File: src/rtl/fifo_record_unpacker_pkg.sv
// -----------------------------------------------------------------------------
// fifo_record_unpacker_pkg
// Shared readout definitions: FIFO word / record / slice widths, the header
// marker shared with the write-side packer, the pad slice, the record-select
// encoding used by the unpacker and a slice extraction helper.
// No ports (package).
// -----------------------------------------------------------------------------
package fifo_record_unpacker_pkg;

    localparam int FIFO_WORD_W = 36;
    localparam int REC_W       = 24;
    localparam int SLICE_W     = 12;

    // Header tag in the low slice; must match the FIFO write-side packer.
    localparam logic [SLICE_W-1:0] RO_HDR_MARKER = 12'hEC5;
    localparam logic [SLICE_W-1:0] RO_FILL_WORD  = 12'h000;

    // What the unpacker does with the output stage in a given cycle.
    typedef enum logic [2:0] {
        SEL_NONE      = 3'd0,   // nothing loaded
        SEL_HDR_PAD   = 3'd1,   // header waiting, residue padded out first
        SEL_HDR       = 3'd2,   // header record
        SEL_RES_DATA  = 3'd3,   // residue + next slice
        SEL_DATA2     = 3'd4,   // two slices of the held word
        SEL_TO_RES    = 3'd5,   // last slice parked in residue, no record
        SEL_FLUSH_PAD = 3'd6    // flush: residue padded out
    } rec_sel_e;

    // Slice idx of a data word; slice 0 is the earliest in the stream.
    function automatic logic [SLICE_W-1:0] get_slice(
        input logic [FIFO_WORD_W-1:0] word,
        input logic [1:0]             idx
    );
        logic [SLICE_W-1:0] s;
        case (idx)
            2'd0:    s = word[11:0];
            2'd1:    s = word[23:12];
            2'd2:    s = word[35:24];
            default: s = 12'h000;
        endcase
        return s;
    endfunction

endpackage

File: src/rtl/fifo_record_unpacker_if.sv
// -----------------------------------------------------------------------------
// fifo_record_unpacker_if
// Bus between the readout FIFO / serializer environment and the unpacker.
//   FifoOut[35:0]  FIFO read data (first-word-fall-through)
//   Empty          FIFO empty
//   rinc           FIFO pop
//   Flush          end-of-event pulse
//   RecOut[23:0]   record data
//   RecValid       record valid
//   RecIsHeader    record is a header
//   RecReady       downstream ready
//   Busy           unpacker holds pending data
// Modports: slave = unpacker, master = surrounding FIFO/serializer side.
// -----------------------------------------------------------------------------
interface fifo_record_unpacker_if;
    import fifo_record_unpacker_pkg::*;

    logic [FIFO_WORD_W-1:0] FifoOut;
    logic                   Empty;
    logic                   rinc;
    logic                   Flush;
    logic [REC_W-1:0]       RecOut;
    logic                   RecValid;
    logic                   RecIsHeader;
    logic                   RecReady;
    logic                   Busy;

    modport slave (
        input  FifoOut, Empty, Flush, RecReady,
        output rinc, RecOut, RecValid, RecIsHeader, Busy
    );

    modport master (
        output FifoOut, Empty, Flush, RecReady,
        input  rinc, RecOut, RecValid, RecIsHeader, Busy
    );

endinterface

File: src/rtl/fifo_record_unpacker_rec_out_stage.sv
// -----------------------------------------------------------------------------
// rec_out_stage
// Registered 24-bit valid/ready output stage. Payload is held stable while
// rec_valid && !rec_ready; a new record may load in the same cycle the current
// one is accepted.
// Ports:
//   Clk, Reset     clock, synchronous active-low reset
//   load           load a new record (only when stage_free)
//   load_data/hdr/pad  record payload, header flag, pad flag
//   rec_ready      downstream ready
//   rec_out/rec_valid/rec_is_header/rec_is_pad  registered record
//   stage_free     stage can take a record this cycle
// -----------------------------------------------------------------------------
module rec_out_stage
    import fifo_record_unpacker_pkg::*;
(
    input  logic             Clk,
    input  logic             Reset,
    input  logic             load,
    input  logic [REC_W-1:0] load_data,
    input  logic             load_hdr,
    input  logic             load_pad,
    input  logic             rec_ready,
    output logic [REC_W-1:0] rec_out,
    output logic             rec_valid,
    output logic             rec_is_header,
    output logic             rec_is_pad,
    output logic             stage_free
);

    assign stage_free = !rec_valid || rec_ready;

    // Output register: load, drop on acceptance, otherwise hold.
    always_ff @(posedge Clk) begin
        if (!Reset) begin
            rec_out       <= 24'h000000;
            rec_valid     <= 1'b0;
            rec_is_header <= 1'b0;
            rec_is_pad    <= 1'b0;
        end else if (load) begin
            rec_out       <= load_data;
            rec_valid     <= 1'b1;
            rec_is_header <= load_hdr;
            rec_is_pad    <= load_pad;
        end else if (rec_valid && rec_ready) begin
            rec_valid     <= 1'b0;
        end
    end

endmodule

File: src/rtl/fifo_record_unpacker.sv
// -----------------------------------------------------------------------------
// fifo_record_unpacker
// Read side of the 36-bit readout FIFO. Pops words and splits them into 24-bit
// records: a header word {hdr[23:0], HDR_MARKER} gives one header record, a
// data word {W2,W1,W0} is streamed W0,W1,W2 into records via a 12-bit residue.
// Flush pads out a pending residue with FILL_WORD.
// Ports:
//   Clk, Reset   clock, synchronous active-low reset
//   bus          fifo_record_unpacker_if.slave (FIFO read + record output)
//   HdrCount, PadCount [15:0]  accepted header / padded record counters,
//                present only when UNPACK_STATS_EN is defined
// Configuration macro: UNPACK_STATS_EN
// -----------------------------------------------------------------------------
module fifo_record_unpacker
    import fifo_record_unpacker_pkg::*;
#(
    parameter logic [SLICE_W-1:0] HDR_MARKER = RO_HDR_MARKER,
    parameter logic [SLICE_W-1:0] FILL_WORD  = RO_FILL_WORD
) (
    input  logic                 Clk,
    input  logic                 Reset,
    fifo_record_unpacker_if.slave bus
`ifdef UNPACK_STATS_EN
    ,
    output logic [15:0]          HdrCount,
    output logic [15:0]          PadCount
`endif
);

    // Hold register
    logic [FIFO_WORD_W-1:0] hold_word_r;
    logic                   hold_hdr_r;
    logic [1:0]             hold_nslice_r;
    logic                   hold_v_r;
    logic                   hold_post_r;    // word popped after the pending flush
    // Residue and flush
    logic [SLICE_W-1:0]     res_r;
    logic                   res_v_r;
    logic                   flush_pend_r;

    logic                   pop_s;
    logic                   is_hdr_s;
    logic                   stage_free_s;
    logic                   flush_ok_s;
    logic                   flush_drop_s;
    logic                   flush_clr_s;
    rec_sel_e               sel_s;
    logic [1:0]             idx_a_s;
    logic [SLICE_W-1:0]     slice_a_s;
    logic [SLICE_W-1:0]     slice_b_s;
    logic                   load_s;
    logic [REC_W-1:0]       load_data_s;
    logic                   load_hdr_s;
    logic                   load_pad_s;
    logic                   hold_free_s;
    logic [1:0]             nslice_nxt_s;
    logic                   res_clr_s;
    logic                   res_set_s;
    logic [REC_W-1:0]       rec_out_s;
    logic                   rec_valid_s;
    logic                   rec_hdr_s;
    logic                   rec_pad_s;

    // Gated by Reset so no pop is issued while the datapath is held in reset.
    assign pop_s    = Reset && !bus.Empty && !hold_v_r;
    assign is_hdr_s = (bus.FifoOut[11:0] == HDR_MARKER);

    // A pending flush may act once nothing older than it sits in hold.
    assign flush_ok_s   = flush_pend_r && (!hold_v_r || hold_post_r);
    assign flush_drop_s = flush_ok_s && !res_v_r;

    assign idx_a_s   = 2'd3 - hold_nslice_r;
    assign slice_a_s = get_slice(hold_word_r, idx_a_s);
    assign slice_b_s = get_slice(hold_word_r, idx_a_s + 2'd1);

    // Record selection priority when the output stage can take a record.
    always_comb begin
        sel_s = SEL_NONE;
        if (stage_free_s) begin
            if (flush_ok_s && res_v_r) begin
                sel_s = SEL_FLUSH_PAD;
            end else if (hold_v_r && hold_hdr_r) begin
                sel_s = res_v_r ? SEL_HDR_PAD : SEL_HDR;
            end else if (hold_v_r) begin
                if (res_v_r) begin
                    sel_s = SEL_RES_DATA;
                end else if (hold_nslice_r >= 2'd2) begin
                    sel_s = SEL_DATA2;
                end else begin
                    sel_s = SEL_TO_RES;
                end
            end else begin
                sel_s = SEL_NONE;
            end
        end else begin
            sel_s = SEL_NONE;
        end
    end

    // Datapath controls for the selected action.
    always_comb begin
        load_s       = 1'b0;
        load_data_s  = 24'h000000;
        load_hdr_s   = 1'b0;
        load_pad_s   = 1'b0;
        hold_free_s  = 1'b0;
        nslice_nxt_s = hold_nslice_r;
        res_clr_s    = 1'b0;
        res_set_s    = 1'b0;
        case (sel_s)
            SEL_HDR_PAD, SEL_FLUSH_PAD: begin
                load_s      = 1'b1;
                load_data_s = {res_r, FILL_WORD};
                load_pad_s  = 1'b1;
                res_clr_s   = 1'b1;
            end
            SEL_HDR: begin
                load_s      = 1'b1;
                load_data_s = hold_word_r[35:12];
                load_hdr_s  = 1'b1;
                hold_free_s = 1'b1;
            end
            SEL_RES_DATA: begin
                load_s       = 1'b1;
                load_data_s  = {res_r, slice_a_s};
                res_clr_s    = 1'b1;
                nslice_nxt_s = hold_nslice_r - 2'd1;
                hold_free_s  = (hold_nslice_r == 2'd1);
            end
            SEL_DATA2: begin
                load_s       = 1'b1;
                load_data_s  = {slice_a_s, slice_b_s};
                nslice_nxt_s = hold_nslice_r - 2'd2;
                hold_free_s  = (hold_nslice_r == 2'd2);
            end
            SEL_TO_RES: begin
                res_set_s   = 1'b1;
                hold_free_s = 1'b1;
            end
            default: begin
                load_s = 1'b0;
            end
        endcase
    end

    assign flush_clr_s = (sel_s == SEL_FLUSH_PAD) || flush_drop_s;

    // Hold register: load on pop, release when its last slice is used.
    always_ff @(posedge Clk) begin
        if (!Reset) begin
            hold_word_r   <= 36'h0;
            hold_hdr_r    <= 1'b0;
            hold_nslice_r <= 2'd0;
            hold_v_r      <= 1'b0;
            hold_post_r   <= 1'b0;
        end else if (pop_s) begin
            hold_word_r   <= bus.FifoOut;
            hold_hdr_r    <= is_hdr_s;
            hold_nslice_r <= is_hdr_s ? 2'd0 : 2'd3;
            hold_v_r      <= 1'b1;
            hold_post_r   <= (flush_pend_r && !flush_clr_s) || bus.Flush;
        end else if (hold_free_s) begin
            hold_v_r      <= 1'b0;
            hold_post_r   <= 1'b0;
        end else begin
            hold_nslice_r <= nslice_nxt_s;
            if (flush_clr_s) begin
                hold_post_r <= 1'b0;
            end
        end
    end

    // Residue slice carried between data words.
    always_ff @(posedge Clk) begin
        if (!Reset) begin
            res_r   <= 12'h000;
            res_v_r <= 1'b0;
        end else if (res_clr_s) begin
            res_v_r <= 1'b0;
        end else if (res_set_s) begin
            res_r   <= slice_a_s;
            res_v_r <= 1'b1;
        end
    end

    // Flush request pending until padded out or dropped.
    always_ff @(posedge Clk) begin
        if (!Reset) begin
            flush_pend_r <= 1'b0;
        end else begin
            flush_pend_r <= (flush_pend_r && !flush_clr_s) || bus.Flush;
        end
    end

    rec_out_stage u_rec_out_stage (
        .Clk           (Clk),
        .Reset         (Reset),
        .load          (load_s),
        .load_data     (load_data_s),
        .load_hdr      (load_hdr_s),
        .load_pad      (load_pad_s),
        .rec_ready     (bus.RecReady),
        .rec_out       (rec_out_s),
        .rec_valid     (rec_valid_s),
        .rec_is_header (rec_hdr_s),
        .rec_is_pad    (rec_pad_s),
        .stage_free    (stage_free_s)
    );

    assign bus.rinc        = pop_s;
    assign bus.RecOut      = rec_out_s;
    assign bus.RecValid    = rec_valid_s;
    assign bus.RecIsHeader = rec_hdr_s;
    assign bus.Busy        = hold_v_r | res_v_r | rec_valid_s | flush_pend_r;

`ifdef UNPACK_STATS_EN
    logic [15:0] hdr_cnt_r;
    logic [15:0] pad_cnt_r;

    // Accepted header / padded record counters, wrapping at 16'hFFFF.
    always_ff @(posedge Clk) begin
        if (!Reset) begin
            hdr_cnt_r <= 16'd0;
            pad_cnt_r <= 16'd0;
        end else if (rec_valid_s && bus.RecReady) begin
            if (rec_hdr_s) begin
                hdr_cnt_r <= hdr_cnt_r + 16'd1;
            end
            if (rec_pad_s) begin
                pad_cnt_r <= pad_cnt_r + 16'd1;
            end
        end
    end

    assign HdrCount = hdr_cnt_r;
    assign PadCount = pad_cnt_r;
`else
    logic stats_unused_s;
    assign stats_unused_s = rec_pad_s;
`endif

endmodule
File: src/flat_wrapper.sv
// flat-port wrapper written by rule: the top's interface ports become plain ports
module fifo_record_unpacker_flat import fifo_record_unpacker_pkg::*;
#(
    parameter logic [SLICE_W-1:0] HDR_MARKER = RO_HDR_MARKER,
    parameter logic [SLICE_W-1:0] FILL_WORD  = RO_FILL_WORD
)
  (Clk, Reset, bus_FifoOut, bus_Empty, bus_Flush, bus_RecReady, bus_rinc, bus_RecOut, bus_RecValid, bus_RecIsHeader, bus_Busy);
  fifo_record_unpacker_if bus_i ();
  input  logic Clk;
  input  logic Reset;
  input wire logic [$bits(bus_i.FifoOut)-1:0] bus_FifoOut;
  input wire logic [$bits(bus_i.Empty)-1:0] bus_Empty;
  input wire logic [$bits(bus_i.Flush)-1:0] bus_Flush;
  input wire logic [$bits(bus_i.RecReady)-1:0] bus_RecReady;
  output wire logic [$bits(bus_i.rinc)-1:0] bus_rinc;
  output wire logic [$bits(bus_i.RecOut)-1:0] bus_RecOut;
  output wire logic [$bits(bus_i.RecValid)-1:0] bus_RecValid;
  output wire logic [$bits(bus_i.RecIsHeader)-1:0] bus_RecIsHeader;
  output wire logic [$bits(bus_i.Busy)-1:0] bus_Busy;
  assign bus_i.FifoOut = bus_FifoOut;
  assign bus_i.Empty = bus_Empty;
  assign bus_i.Flush = bus_Flush;
  assign bus_i.RecReady = bus_RecReady;
  assign bus_rinc = bus_i.rinc;
  assign bus_RecOut = bus_i.RecOut;
  assign bus_RecValid = bus_i.RecValid;
  assign bus_RecIsHeader = bus_i.RecIsHeader;
  assign bus_Busy = bus_i.Busy;
  fifo_record_unpacker #(.HDR_MARKER(HDR_MARKER), .FILL_WORD(FILL_WORD)) u_core (.Clk(Clk), .Reset(Reset), .bus(bus_i));
endmodule
File: config.mk
export PLATFORM = sky130hd
export DESIGN_NAME = fifo_record_unpacker_flat
export DESIGN_NICKNAME = d
export VERILOG_FILES = /design/src/rtl/fifo_record_unpacker_pkg.sv /design/src/rtl/fifo_record_unpacker_if.sv /design/src/rtl/fifo_record_unpacker_rec_out_stage.sv /design/src/rtl/fifo_record_unpacker.sv /design/src/flat_wrapper.sv
export SDC_FILE = /design/constraint.sdc
export NUM_CORES = 1
export LEC_CHECK = 0
export BUFFER_PORTS_ARGS = -buffer_cell sky130_fd_sc_hd__buf_4
export CAP_MARGIN = 20
export CORE_AREA = 4 4 120 122
export CTS_CLUSTER_SIZE = 28
export DETAILED_ROUTE_END_ITERATION = 8
export DIE_AREA = 0 0 124 126
export PLACE_DENSITY = 0.55
export SETUP_SLACK_MARGIN = 0.15
export SLEW_MARGIN = 15
export SYNTH_ARGS = -nofsm -noshare
export SYNTH_HDL_FRONTEND = slang
export SYNTH_SLANG_ARGS = --single-unit
File: constraint.sdc
create_clock -name Clk -period 1.82 [get_ports Clk]
set_input_delay 0.364 -clock Clk [delete_from_list [all_inputs] [get_ports Clk]]
set_output_delay 0.364 -clock Clk [all_outputs]
set_load 0.01 [all_outputs]
# Word level (Yosys, flattened, before mapping)
# Cells that the tools add are included.
# classes
n_reduce_logical,30
bitwise,5
eq_ne,14
n_mux,26
n_addsub,4
n_lt_le_gt_ge,1
# ops
operator,count
24-bit case mux with 4 select lines,1
12-bit case mux with 3 select lines,2
3-bit two-way mux,5
12-bit equality test (second input constant),1
1-bit two-way mux,12
3-bit equality test (second input constant),3
1-bit logical AND,8
2-bit two-way mux,4
2-bit by 1-bit equality test with 1-bit output (second input constant),3
2-bit equality test (second input constant),3
3-bit by 2-bit equality test with 1-bit output (second input constant),2
3-bit nonzero test,2
2-bit OR reduction,3
1-bit zero test,5
5-bit OR reduction,1
2-bit zero test,2
1-bit logical OR,4
2-bit case mux with 2 select lines,1
2-bit AND reduction,2
2-bit nonzero test,2
3-bit by 1-bit equality test with 1-bit output (second input constant),1
1-bit bitwise OR,3
1-bit case mux with 3 select lines,1
3-bit OR reduction,1
7 further kinds,8
# totals
in_bits,41
wordCells,91
register_bits,81
output_inout_bits,28

# Depth between registers and ports, before layout
# Gate-level depths: netlist of run 1.
# logic_depth
ltp_word,13
depth_mapped,9
mapped_depth_nobuf,7

# Cells and area by module
# From an unflattened synthesis of run 1, not the netlist that was laid out.
# hier_totals
cells_unflattened,464
hier_area_um2,3920.0
# by_module_without_submodules
module,area_per_inst_um2,seq_area_each_um2,n_inst,cells_per_inst
fifo_record_unpacker,2880.3,1101.1,1,377
rec_out_stage,1039.7,540.5,1,87

# Least setup slack after synthesis of run 1
# Ideal clock, no wire load.
# synth_timing
path_type,register to register
from,register u_core.hold_nslice_r[1]
to,register u_core.u_rec_out_stage.rec_out[7]
period_less_slack_ns,1.962
setup_ns,0.122
t_required_ns,1.698
t_arrival_ns,1.841
slack_ns,-0.142
n_path_buf,2
path_stages_with_launch,9
path_cell_list,dfxtp_1 > buf_2 > inv_1 > ha_1 > clkbuf_1 > a222oi_1 > a2bb2oi_1 > o22a_1 > a21oi_1
# synth_between
elab_chain_cells,10
elab_cells_between_ends,26
classes_between,add/sub: 2; order compare: 1; eq/ne: 9; mux: 10; reduce/logical: 4
# synth_rtl
element,line,rtl
from (decl),fifo_record_unpacker.sv:33,logic [1:0] hold_nslice_r;
from (signal assigned),fifo_record_unpacker.sv:159,hold_nslice_r <= is_hdr_s ? 2'd0 : 2'd3;
from (signal assigned),fifo_record_unpacker.sv:166,hold_nslice_r <= nslice_nxt_s;
2-bit greater-or-equal comparator,fifo_record_unpacker.sv:87,end else if (hold_nslice_r >= 2'd2) begin
1-bit two-way mux,fifo_record_unpacker.sv:87,
3-bit two-way mux,fifo_record_unpacker.sv:85,if (res_v_r) begin
3-bit two-way mux,fifo_record_unpacker.sv:84,end else if (hold_v_r) begin
3-bit two-way mux,fifo_record_unpacker.sv:82,end else if (hold_v_r && hold_hdr_r) begin
3-bit two-way mux,fifo_record_unpacker.sv:80,if (flush_ok_s && res_v_r) begin
3-bit two-way mux,fifo_record_unpacker.sv:79,if (stage_free_s) begin
"3-bit by 1-bit equality test with 1-bit output, or another cell as far along",fifo_record_unpacker.sv:110,case (sel_s)
2-bit OR reduction or 5-bit OR reduction (tied branches),--,
24-bit case mux with 4 select lines or 1-bit two-way mux (tied branches),fifo_record_unpacker.sv:110,
to (signal assigned),fifo_record_unpacker_rec_out_stage.sv:41,rec_out <= load_data;
to (decl),fifo_record_unpacker_rec_out_stage.sv:24,"output logic [REC_W-1:0] rec_out,"
# Parallel ways exist; a longest one is shown, timed or not.
# A chain may end at the register's enable or synchronous reset.

# Final worst setup path of run 1
# layout_timing
from,register u_core.hold_nslice_r[0]
to,register u_core.u_rec_out_stage.rec_out[15]
# The elaborated chain is that of the path after synthesis.

==> impl_metrics.py, run 1 <==
metrics = {
    "clock_network": {
        "path_clk_slew_ns": 0.06,
        "h-tree-depth": 3,
        "numCtsBuffers": 9,
        "clkSinkCount": 81,
        "insertion_delay_ns": 0.34,
        "cts-root-buf": "sky130_fd_sc_hd__clkbuf_16",
        "cts_tree": "yes",
        "clockBufferDepth": 2,
    },
    "routing": {
        "first_iteration_detailed_routing_drc_count": 529,
        "route.layer.met1.wl_microns": 6380,
        "drc_errors": 2,
        "met2_length_microns": 6270,
        "firstDrtPassIters": 9,
        "totalWireLength_microns": 14100,
        "via_per_inst": 5.31,
        "detailroute.via_count": 4022,
        "route.top_layer_used": "met4",
        "route.antenna.remaining_nets": 0,
        "met3RoutedLength_microns": 1000,
        "wire_per_inst_microns": 18.6,
    },
    "floorplan": {
        "io_pins": 69,
        "placementRows": 42,
        "initial_util_pct": 29.0,
        "fp.dieW_microns": 124,
        "die_area_sq_um": 15600,
        "die_h_microns": 126,
        "floorplan.core_area_sq_um": 13200,
    },
    "setup_path": {
        "worst_setup_path_start_kind": "register",
        "worst-setup-path-type": "reg2reg",
        "worstPathRequired_ns": 2.04,
        "cp-end-kind": "register",
        "crit_path_max_fanout": 8,
        "timing.critical_path.arrival_ns": 2.07,
    },
    "timing": {
        "maxClockFrequency_mhz": 539,
        "setup-violations-final": 2,
        "slew_viol_final": 0,
        "slew_headroom_pct": 47.5,
        "grt_setup_unrepaired": "yes",
        "postLayoutSetupSlackWorst_ns": -0.0339,
        "tightest_slew_ns": 0.786,
        "final_hold_viol_count": 0,
        "portion_of_the_clock_cycle_consumed_by_the_worst_path_in_the_final_layout_pct": 102,
        "finalCriticalPeriod_ns": 1.85,
        "clock_skew_ns": 0.00636,
    },
    "logic_synthesis": {
        "ys_dominant_reg_cell": "sky130_fd_sc_hd__dfxtp_1",
        "yosys_register_bits": 81,
        "synth_largest_area_cell": "sky130_fd_sc_hd__dfxtp_1",
        "syn-num-nets": 508,
        "synth.top_cells.by_area": "sky130_fd_sc_hd__dfxtp_1, sky130_fd_sc_hd__nand2_1, sky130_fd_sc_hd__a222oi_1",
        "yosys_warnings": 0,
        "seq_area_frac_synth_pct": 42.5,
        "synthDistinctLibCells": 46,
        "yosysTopAreaCellShare_pct": 42.5,
        "postSynthCellCount": 460,
        "synth_area_per_cell_sq_um": 8.30,
        "count_of_flip_flops_with_a_built_in_enable_after_synthesis": 0,
        "synth_area_sq_um": 3820,
        "postSynth.asyncResetShare_pct": 0,
    },
    "place": {
        "placedInstanceArea_sq_um": 4780,
        "gpl_congestion": 0.814,
        "post-dp-hpwl_microns": 8610,
        "number_of_input_and_output_port_buffers_inserted": 68,
    },
    "outcome": {
        "failed_checks": "DRC, setup timing",
        "status": "finished, violations left",
    },
    "power": {
        "power.density_nw_per_um2": 852,
        "worst_ir_drop_vdd_v": 0.000439,
        "p_leak_nw": 2.37,
    },
    "hold_path": {
        "hp-class": "in2reg",
    },
    "finish": {
        "n_fill_cell": 1275,
        "num-nets-final": 624,
        "diodes": 0,
        "syn2layout_area_growth_pct": 54.5,
        "final_cell_mix": "sky130_fd_sc_hd__buf_4, sky130_fd_sc_hd__nand2_1, sky130_fd_sc_hd__dfxtp_1",
        "finalCoreUtilization_pct": 44.7,
        "postLayoutCellArea_sq_um": 5900,
        "layout-drive-gt1-share_pct": 41.1,
        "layout.cells.most_common": "sky130_fd_sc_hd__buf_4",
    },
    "run": {
        "max_cap_viol_count": 0,
    },
    "global_route": {
        "grt_pass1_vias": 3825,
        "wire_length_of_the_first_global_routing_pass_microns": 20700,
        "grt.overflow.total": 0,
        "antenna_found_initial": 0,
        "largest_net_degree_at_the_start_of_global_routing": 82,
        "grt_usage_pct": 17.1,
    },
}
[cell type report]
class	instances	area, sq um	share of cell area [%]
multi-input cells	333	2430	41.1
flip-flops and latches	81	1640	27.8
repair buffers	146	1290	21.8
clock buffers	12	246	4.18
well taps	176	220	3.73
clock inverters	4	50.0	0.849
inverters	5	28.8	0.488
[repair_timing]
item	4_1_cts	5_1_grt
endpoints found under the setup margin	30	40
pin swaps	23	39
gates cloned	3	2
resized for setup	34	90
setup buffers	20	10
hold buffers	0	0
[report_power, final]
part	total (W)	internal (W)	leakage [nW]	switching, W
Combinational	0.00117	0.000565	1.56	0.000605
Clock	0.00184	0.00110	0.147	0.000734
Sequential	0.00202	0.00189	0.665	0.000125
[worst max-delay path: stages (launching register included)]
cell and delay [ns]:
sky130_fd_sc_hd__dfxtp_4 0.36, sky130_fd_sc_hd__buf_6 0.12, sky130_fd_sc_hd__ha_4 0.19, sky130_fd_sc_hd__buf_6 0.14, sky130_fd_sc_hd__a222oi_1 0.32, sky130_fd_sc_hd__buf_4 0.21, sky130_fd_sc_hd__nor2_4 0.04, sky130_fd_sc_hd__a221oi_2 0.22
sky130_fd_sc_hd__a21boi_1 0.11
[logic make-up after synthesis]
family,count (synthesis),synth area share [%]
AND/OR/NAND/NOR,194,23.7
AO/OA/AOI/OAI,129,25.3
flip-flops,81,42.5
buffers and inverters,48,6.06
adder cells (fa/ha/maj),7,2.29
XOR/XNOR,1,0.229
[metal layers]
| metal | up-vias | global-route usage (%) |
|---|---|---|
| li1 | 1933 | - |
| met1 | 1896 | 24.2 |
| met2 | 170 | 24.4 |
| met3 | 23 | 3.54 |
| met4 | 0 | 8.51 |
| met5 | - | 0 |
[per-stage QoR]
step | setup TNS, ns | instances | power [W] | setup WS [ns] | hold slack, ns
2_1_floorplan | 0 | 460 | 0.00249 | 0.0949 | 0.446
3_3_place_gp | -0.0195 | 706 | 0.00287 | -0.0195 | 0.461
3_5_place_dp | -0.0540 | 706 | 0.00288 | -0.0540 | 0.459
4_1_cts | 0 | 745 | 0.00486 | 0.00484 | 0.184
5_1_grt | -1.52 | 757 | 0.00522 | -0.112 | 0.202
6_report | -0.0499 | 757 | 0.00503 | -0.0339 | 0.199
[cell usage after synthesis, types with 2 or more instances]
cell type	n
sky130_fd_sc_hd__nor2b_1	14
sky130_fd_sc_hd__ha_1	7
sky130_fd_sc_hd__buf_1	4
sky130_fd_sc_hd__a21boi_0	13
sky130_fd_sc_hd__nor2_1	16
sky130_fd_sc_hd__buf_2	17
sky130_fd_sc_hd__o22a_1	12
sky130_fd_sc_hd__a2bb2oi_1	12
sky130_fd_sc_hd__buf_4	4
sky130_fd_sc_hd__nor3_1	15
sky130_fd_sc_hd__nand4_1	2
sky130_fd_sc_hd__nand3_1	38
sky130_fd_sc_hd__a221oi_1	12
sky130_fd_sc_hd__nand2b_1	4
sky130_fd_sc_hd__o211ai_1	2
sky130_fd_sc_hd__nand2_1	92
sky130_fd_sc_hd__dfxtp_1	81
sky130_fd_sc_hd__buf_6	2
sky130_fd_sc_hd__a21oi_1	29
sky130_fd_sc_hd__a222oi_1	24
sky130_fd_sc_hd__and3_1	2
sky130_fd_sc_hd__inv_1	4
sky130_fd_sc_hd__clkbuf_1	16
sky130_fd_sc_hd__o21ai_0	16
[final timing paths]
kind | start | to | slack, ns | cells past startpoint
max | u_core.hold_nslice_r[0]$_SDFFE_PN0P_ | u_core.u_rec_out_stage.rec_out[15]$_SDFFE_PN0P_ | -0.03 | 8
min | bus_FifoOut[29] | u_core.hold_word_r[29]$_SDFFE_PN0P_ | 0.20 | 3
max reg2reg | u_core.hold_nslice_r[0]$_SDFFE_PN0P_ | u_core.u_rec_out_stage.rec_out[15]$_SDFFE_PN0P_ | -0.03 | 8
min reg2reg | u_core.u_rec_out_stage.rec_out[19]$_SDFFE_PN0P_ | u_core.u_rec_out_stage.rec_out[19]$_SDFFE_PN0P_ | 0.45 | 2
[state kept, by name, summed over array words and instances (netlist names)]
signal and count:
u_core.u_rec_out_stage.rec_is_header 1, u_core.u_rec_out_stage.rec_out 24, u_core.hold_word_r 36, u_core.hold_post_r 1, u_core.hold_v_r 1, u_core.hold_hdr_r 1
u_core.u_rec_out_stage.rec_valid 1, u_core.res_v_r 1, u_core.res_r 12, u_core.hold_nslice_r 2, u_core.flush_pend_r 1
Power figures use the tool's default switching activity.
==> run 2, diff against run 1 <==
--- a/config.mk
+++ b/config.mk
@@ -11,7 +11,7 @@
 export CTS_CLUSTER_SIZE = 28
 export DETAILED_ROUTE_END_ITERATION = 8
 export DIE_AREA = 0 0 124 126
-export PLACE_DENSITY = 0.55
+export PLACE_DENSITY = 0.54
 export SETUP_SLACK_MARGIN = 0.15
 export SLEW_MARGIN = 15
 export SYNTH_ARGS = -nofsm -noshare
==> constraint.sdc (replaced) <==
create_clock -name Clk -period 2.3 [get_ports Clk]
set_input_delay 0.46 -clock Clk [delete_from_list [all_inputs] [get_ports Clk]]
set_output_delay 0.46 -clock Clk [all_outputs]
set_load 0.01 [all_outputs]
==> impl_metrics.py, run 2 (synthesized netlist as in run 1, its figures left out) <==
metrics = {
    "outcome": {
        "status": "completed",
    },
    "place": {
        "place_inst": 682,
        "gpl_congestion": 0.833,
        "post-dp-hpwl_microns": 8210,
        "number_of_input_and_output_port_buffers_inserted": 68,
        "worst_setup_slack_after_placement_ns": 0.165,
    },
    "timing": {
        "tns_ns": 0,
        "finalCriticalPeriod_ns": 2.03,
        "postLayoutSetupSlackWorst_ns": 0.265,
        "slew_viol_final": 0,
        "clock_skew_ns": 0.00854,
        "tightest_slew_ns": 0.786,
        "maxClockFrequency_mhz": 491,
        "grt_setup_unrepaired": "no",
        "slew_headroom_pct": 47.6,
        "final_hold_viol_count": 0,
        "worst_hold_slack_ns": 0.303,
        "setup-violations-final": 0,
        "portion_of_the_clock_cycle_consumed_by_the_worst_path_in_the_final_layout_pct": 88.5,
    },
    "finish": {
        "largest_register_ff_count": 36,
        "finalCoreUtilization_pct": 36.7,
        "diodes": 0,
        "top_register": "u_core.hold_word_r",
        "finish.cell_count_without_fillers": 700,
        "num-nets-final": 567,
        "final_cell_mix": "sky130_fd_sc_hd__nand2_1, sky130_fd_sc_hd__buf_4, sky130_fd_sc_hd__dfxtp_1",
        "layout-drive-gt1-share_pct": 22.5,
        "syn2layout_area_growth_pct": 26.8,
        "largestRegisters": "u_core.hold_word_r x36, u_core.u_rec_out_stage.rec_out x24, u_core.res_r x12",
        "layout.cells.most_common": "sky130_fd_sc_hd__nand2_1",
    },
    "power": {
        "worst_ir_drop_vdd_v": 0.000302,
        "power.density_nw_per_um2": 751,
        "p_leak_nw": 1.91,
    },
    "setup_path": {
        "worstPathRequired_ns": 1.84,
        "worst-setup-path-type": "reg2out",
        "crit_path_max_fanout": 12,
        "worst_setup_path_start_kind": "register",
        "timing.critical_path.arrival_ns": 1.57,
        "cp-end-kind": "output pin",
    },
    "clock_network": {
        "path_clk_slew_ns": 0.07,
        "ctsHoldBuffers": 0,
        "clockBufferDepth": 2,
        "numCtsBuffers": 9,
        "h-tree-depth": 3,
        "cts_tree": "yes",
        "clkSinkCount": 81,
        "insertion_delay_ns": 0.34,
        "cts-root-buf": "sky130_fd_sc_hd__clkbuf_16",
    },
    "routing": {
        "via_per_inst": 5.28,
        "wire_per_inst_microns": 16.8,
        "totalWireLength_microns": 11700,
        "drc_errors": 0,
        "detailroute.via_count": 3696,
        "route.antenna.remaining_nets": 0,
        "firstDrtPassIters": 8,
        "first_iteration_detailed_routing_drc_count": 494,
    },
    "global_route": {
        "wire_length_of_the_first_global_routing_pass_microns": 19000,
        "largest_net_degree_at_the_start_of_global_routing": 82,
        "grt.overflow.total": 0,
        "grt_usage_pct": 15.4,
        "grt_pass1_vias": 3430,
        "antenna_found_initial": 0,
    },
    "run": {
        "max_cap_viol_count": 0,
    },
    "floorplan": {
        "die_area_sq_um": 15600,
        "io_pins": 69,
        "die_h_microns": 126,
        "floorplan.core_area_sq_um": 13200,
        "placementRows": 42,
        "initial_util_pct": 29.0,
        "fp.dieW_microns": 124,
    },
    "hold_path": {
        "hp-class": "in2reg",
    },
}
run 2: cell count changes in the layout (fill, tap and decap cells not counted), sizes merged:
| cell | before | now |
|---|---|---|
| clkinv | 1 | 3 |
| clkbuf | 15 | 9 |
| or4b | 2 | 1 |
| buf | 143 | 91 |
| clkinvlp | 0 | 1 |
| or3 | 2 | 1 |
run 2: per-layer routing:
layer  up-vias  track usage [%]  wire [microns]
li1       1811                -               -
met1      1718             23.0            5420
met2       149             21.8            5040
met3        18             3.41            1040
met4         0             5.09             235
met5         -                0               0
run 2: final timing paths:
| kind | start | endpoint | slack, ns | cells after the start |
|---|---|---|---|---|
| max | u_core.hold_v_r$_SDFFE_PN0P_ | bus_rinc | 0.27 | 3 |
| min | bus_FifoOut[33] | u_core.hold_word_r[33]$_SDFFE_PN0P_ | 0.30 | 3 |
| min reg2reg | u_core.u_rec_out_stage.rec_out[15]$_SDFFE_PN0P_ | u_core.u_rec_out_stage.rec_out[15]$_SDFFE_PN0P_ | 0.46 | 2 |
| max reg2reg | u_core.hold_nslice_r[0]$_SDFFE_PN0P_ | u_core.u_rec_out_stage.rec_out[1]$_SDFFE_PN0P_ | 0.27 | 7 |
run 2: report_power, final:
| group | internal, W | total, W | switching, W |
|---|---|---|---|
| logic | 0.000251 | 0.000576 | 0.000325 |
| clock network | 0.000850 | 0.00146 | 0.000605 |
| registers | 0.00150 | 0.00161 | 0.000112 |
run 2: worst max-delay path, stage by stage, from the launching register on:
cell	delay, ns
sky130_fd_sc_hd__dfxtp_1	0.40
sky130_fd_sc_hd__or3b_1	0.43
sky130_fd_sc_hd__inv_2	0.23
sky130_fd_sc_hd__buf_4	0.17
run 2: cell type report:
| type | count | area (sq um) |
|---|---|---|
| inverters | 5 | 18.8 |
| flip-flops and latches | 81 | 1620 |
| clock inverters | 7 | 77.6 |
| multi-input cells | 331 | 1980 |
| clock buffers | 9 | 225 |
| well taps | 176 | 220 |
| repair buffers | 91 | 696 |
| fillers | 1338 | 8350 |
run 2: what timing repair did:
item                                   4_1_cts  5_1_grt
cloned                                       0        0
resized for setup                            0        5
setup endpoints to repair                    1       33
endpoints found under the hold margin        0        0
buffers inserted                             0        2
pin swaps                                    1        4
run 2: per-stage QoR:
| step | instance area, sq um | total power (W) |
|---|---|---|
| after floorplan | 3820 | 0.00194 |
| after global placement | 4510 | 0.00219 |
| after detailed placement | 4510 | 0.00220 |
| after CTS | 4810 | 0.00365 |
| after global routing | 4840 | 0.00380 |
| final | 4840 | 0.00364 |
==> run 3, diff against run 2 <==
--- a/config.mk
+++ b/config.mk
@@ -11,7 +11,7 @@
 export CTS_CLUSTER_SIZE = 28
 export DETAILED_ROUTE_END_ITERATION = 8
 export DIE_AREA = 0 0 124 126
-export PLACE_DENSITY = 0.54
+export PLACE_DENSITY = 0.55
 export SETUP_SLACK_MARGIN = 0.15
 export SLEW_MARGIN = 15
 export SYNTH_ARGS = -nofsm -noshare
==> constraint.sdc (replaced) <==
create_clock -name Clk -period 1.74 [get_ports Clk]
set_input_delay 0.348 -clock Clk [delete_from_list [all_inputs] [get_ports Clk]]
set_output_delay 0.348 -clock Clk [all_outputs]
set_load 0.01 [all_outputs]
==> impl_metrics.py, run 3 (synthesized netlist as in run 1, its figures left out) <==
metrics = {
    "outcome": {
        "status": "finished, violations left",
        "failed_checks": "setup timing",
    },
    "setup_path": {
        "cp-end-kind": "register",
        "worstPathCellList": "buf_6, inv_8, ha_4, buf_8, a222oi_1, buf_4, a2bb2oi_2, o22a_1, a21oi_1",
        "crit_path_max_fanout": 9,
        "worst-setup-path-type": "reg2reg",
        "worstPathRequired_ns": 1.96,
        "startpoint_of_the_worst_slack_reg_to_reg_timing_path": "u_core.hold_nslice_r[0]$_SDFFE_PN0P_",
        "critical_path.max_stage_delay_ns": 0.35,
        "setup.reg_to_reg.worst_slack_ns": -0.09,
        "worst_setup_path_start_kind": "register",
        "launching_element_of_the_worst_setup_path": "u_core.hold_nslice_r[0]$_SDFFE_PN0P_",
        "timing.critical_path.arrival_ns": 2.05,
        "crit_slowest_cell": "sky130_fd_sc_hd__dfxtp_4",
    },
    "power": {
        "p_leak_nw": 2.29,
        "power.density_nw_per_um2": 903,
        "p_total_w": 0.00521,
        "worst_ir_drop_vdd_v": 0.000491,
    },
    "timing": {
        "setup-violations-final": 26,
        "clock_skew_ns": 0.00704,
        "grt_setup_unrepaired": "yes",
        "maxClockFrequency_mhz": 546,
        "tns_ns": -1.03,
        "postLayoutSetupSlackWorst_ns": -0.0911,
        "portion_of_the_clock_cycle_consumed_by_the_worst_path_in_the_final_layout_pct": 105,
        "final_hold_viol_count": 0,
        "finalCriticalPeriod_ns": 1.83,
        "slew_headroom_pct": 66.6,
        "slew_viol_final": 0,
        "tightest_slew_ns": 0.499,
    },
    "clock_network": {
        "numCtsBuffers": 9,
        "insertion_delay_ns": 0.33,
        "h-tree-depth": 3,
        "cts-root-buf": "sky130_fd_sc_hd__clkbuf_16",
        "clockBufferDepth": 2,
        "clkSinkCount": 81,
        "path_clk_slew_ns": 0.06,
        "cts_tree": "yes",
    },
    "hold_path": {
        "hp-class": "in2reg",
        "min_from": "bus_FifoOut[32]",
    },
    "global_route": {
        "antenna_found_initial": 0,
        "met3_use_gr_pct": 4.17,
        "grt_pass1_vias": 3751,
        "largest_net_degree_at_the_start_of_global_routing": 44,
        "groute.layer.met2.usage_pct": 25.0,
        "globalRoute.busiestLayer": "met1",
        "grt.overflow.total": 0,
        "use_met1_pct": 25.0,
        "grt_usage_pct": 16.9,
        "wire_length_of_the_first_global_routing_pass_microns": 20600,
    },
    "routing": {
        "firstDrtPassIters": 8,
        "drc_errors": 0,
        "first_iteration_detailed_routing_drc_count": 513,
        "route.antenna.remaining_nets": 0,
        "detailroute.via_count": 4059,
        "via_per_inst": 5.38,
        "wire_per_inst_microns": 18.1,
        "totalWireLength_microns": 13600,
    },
    "finish": {
        "register_area_sq_um": 1640,
        "num-nets-final": 622,
        "finalCoreUtilization_pct": 43.7,
        "largestRegisters": "u_core.hold_word_r x36, u_core.u_rec_out_stage.rec_out x24, u_core.res_r x12",
        "syn2layout_area_growth_pct": 51.0,
        "top_register": "u_core.hold_word_r",
        "final_cell_mix": "sky130_fd_sc_hd__buf_4, sky130_fd_sc_hd__nand2_1, sky130_fd_sc_hd__dfxtp_1",
        "layout.cells.most_common": "sky130_fd_sc_hd__buf_4",
        "diodes": 0,
        "multiInputGateArea_sq_um": 2360,
        "largest_register_ff_count": 36,
        "layout-drive-gt1-share_pct": 40.4,
        "n_fill_cell": 1288,
    },
    "floorplan": {
        "initial_util_pct": 29.0,
        "die_h_microns": 126,
        "placementRows": 42,
        "die_area_sq_um": 15600,
        "io_pins": 69,
        "fp.dieW_microns": 124,
        "floorplan.core_area_sq_um": 13200,
    },
    "place": {
        "number_of_input_and_output_port_buffers_inserted": 68,
        "post-dp-hpwl_microns": 8960,
        "gpl_congestion": 0.799,
    },
    "run": {
        "max_cap_viol_count": 0,
    },
}
## run 3: power breakdown
group	total [W]	internal [W]	switching [W]	leakage, nW
Clock	0.00193	0.00120	0.000734	0.146
Combinational	0.00118	0.000565	0.000615	1.48
Sequential	0.00209	0.00198	0.000114	0.664
Total	0.00521	0.00374	0.00146	2.29
## run 3: critical path: cells and delay by family (launching register included)
kind,cells,cell delay (ns)
fa+ha+maj,1,0.18
flops,1,0.35
buf+inv,4,0.51
compound gates,4,0.65
## run 3: final timing paths
kind,cells past startpoint,endpoint
max reg2reg,9,u_core.u_rec_out_stage.rec_out[3]$_SDFFE_PN0P_
min reg2reg,2,u_core.u_rec_out_stage.rec_out[20]$_SDFFE_PN0P_
min,3,u_core.hold_word_r[32]$_SDFFE_PN0P_
max,9,u_core.u_rec_out_stage.rec_out[3]$_SDFFE_PN0P_
## run 3: per-stage QoR
stage / hold slack, ns / area [sq um] / std cells / setup slack, ns
6_report: 0.198 / 5760 / 755 / -0.0911
5_1_grt: 0.206 / 5760 / 755 / -0.204
4_1_cts: 0.193 / 5460 / 751 / -0.0862
3_5_place_dp: 0.463 / 4920 / 723 / -0.410
3_3_place_gp: 0.458 / 4920 / 723 / -0.398
2_1_floorplan: 0.446 / 3930 / 460 / 0.0149
## run 3: timing repair
| item | in CTS | in global routing |
|---|---|---|
| buffers inserted | 11 | 3 |
| pin swaps | 23 | 26 |
| setup endpoints to repair | 71 | 44 |
| gates resized for setup | 36 | 71 |
| hold buffers | 0 | 0 |
| gates cloned | 1 | 1 |
## run 3: final cells by class
type | count | area share (%)
multi-input combinational | 333 | 41.0
clock buffer | 14 | 4.60
tap | 176 | 3.82
timing repair buffer | 144 | 21.0
sequential | 81 | 28.4
inverter | 5 | 0.629
clock inverter | 2 | 0.608
## run 3: routing by layer
| layer | share of wire [%] | routed length [microns] |
|---|---|---|
| met1 | 44 | 6050 |
| met2 | 45 | 6110 |
| met3 | 9.7 | 1320 |
| met4 | 1.2 | 170 |
| met5 | 0 | 0 |
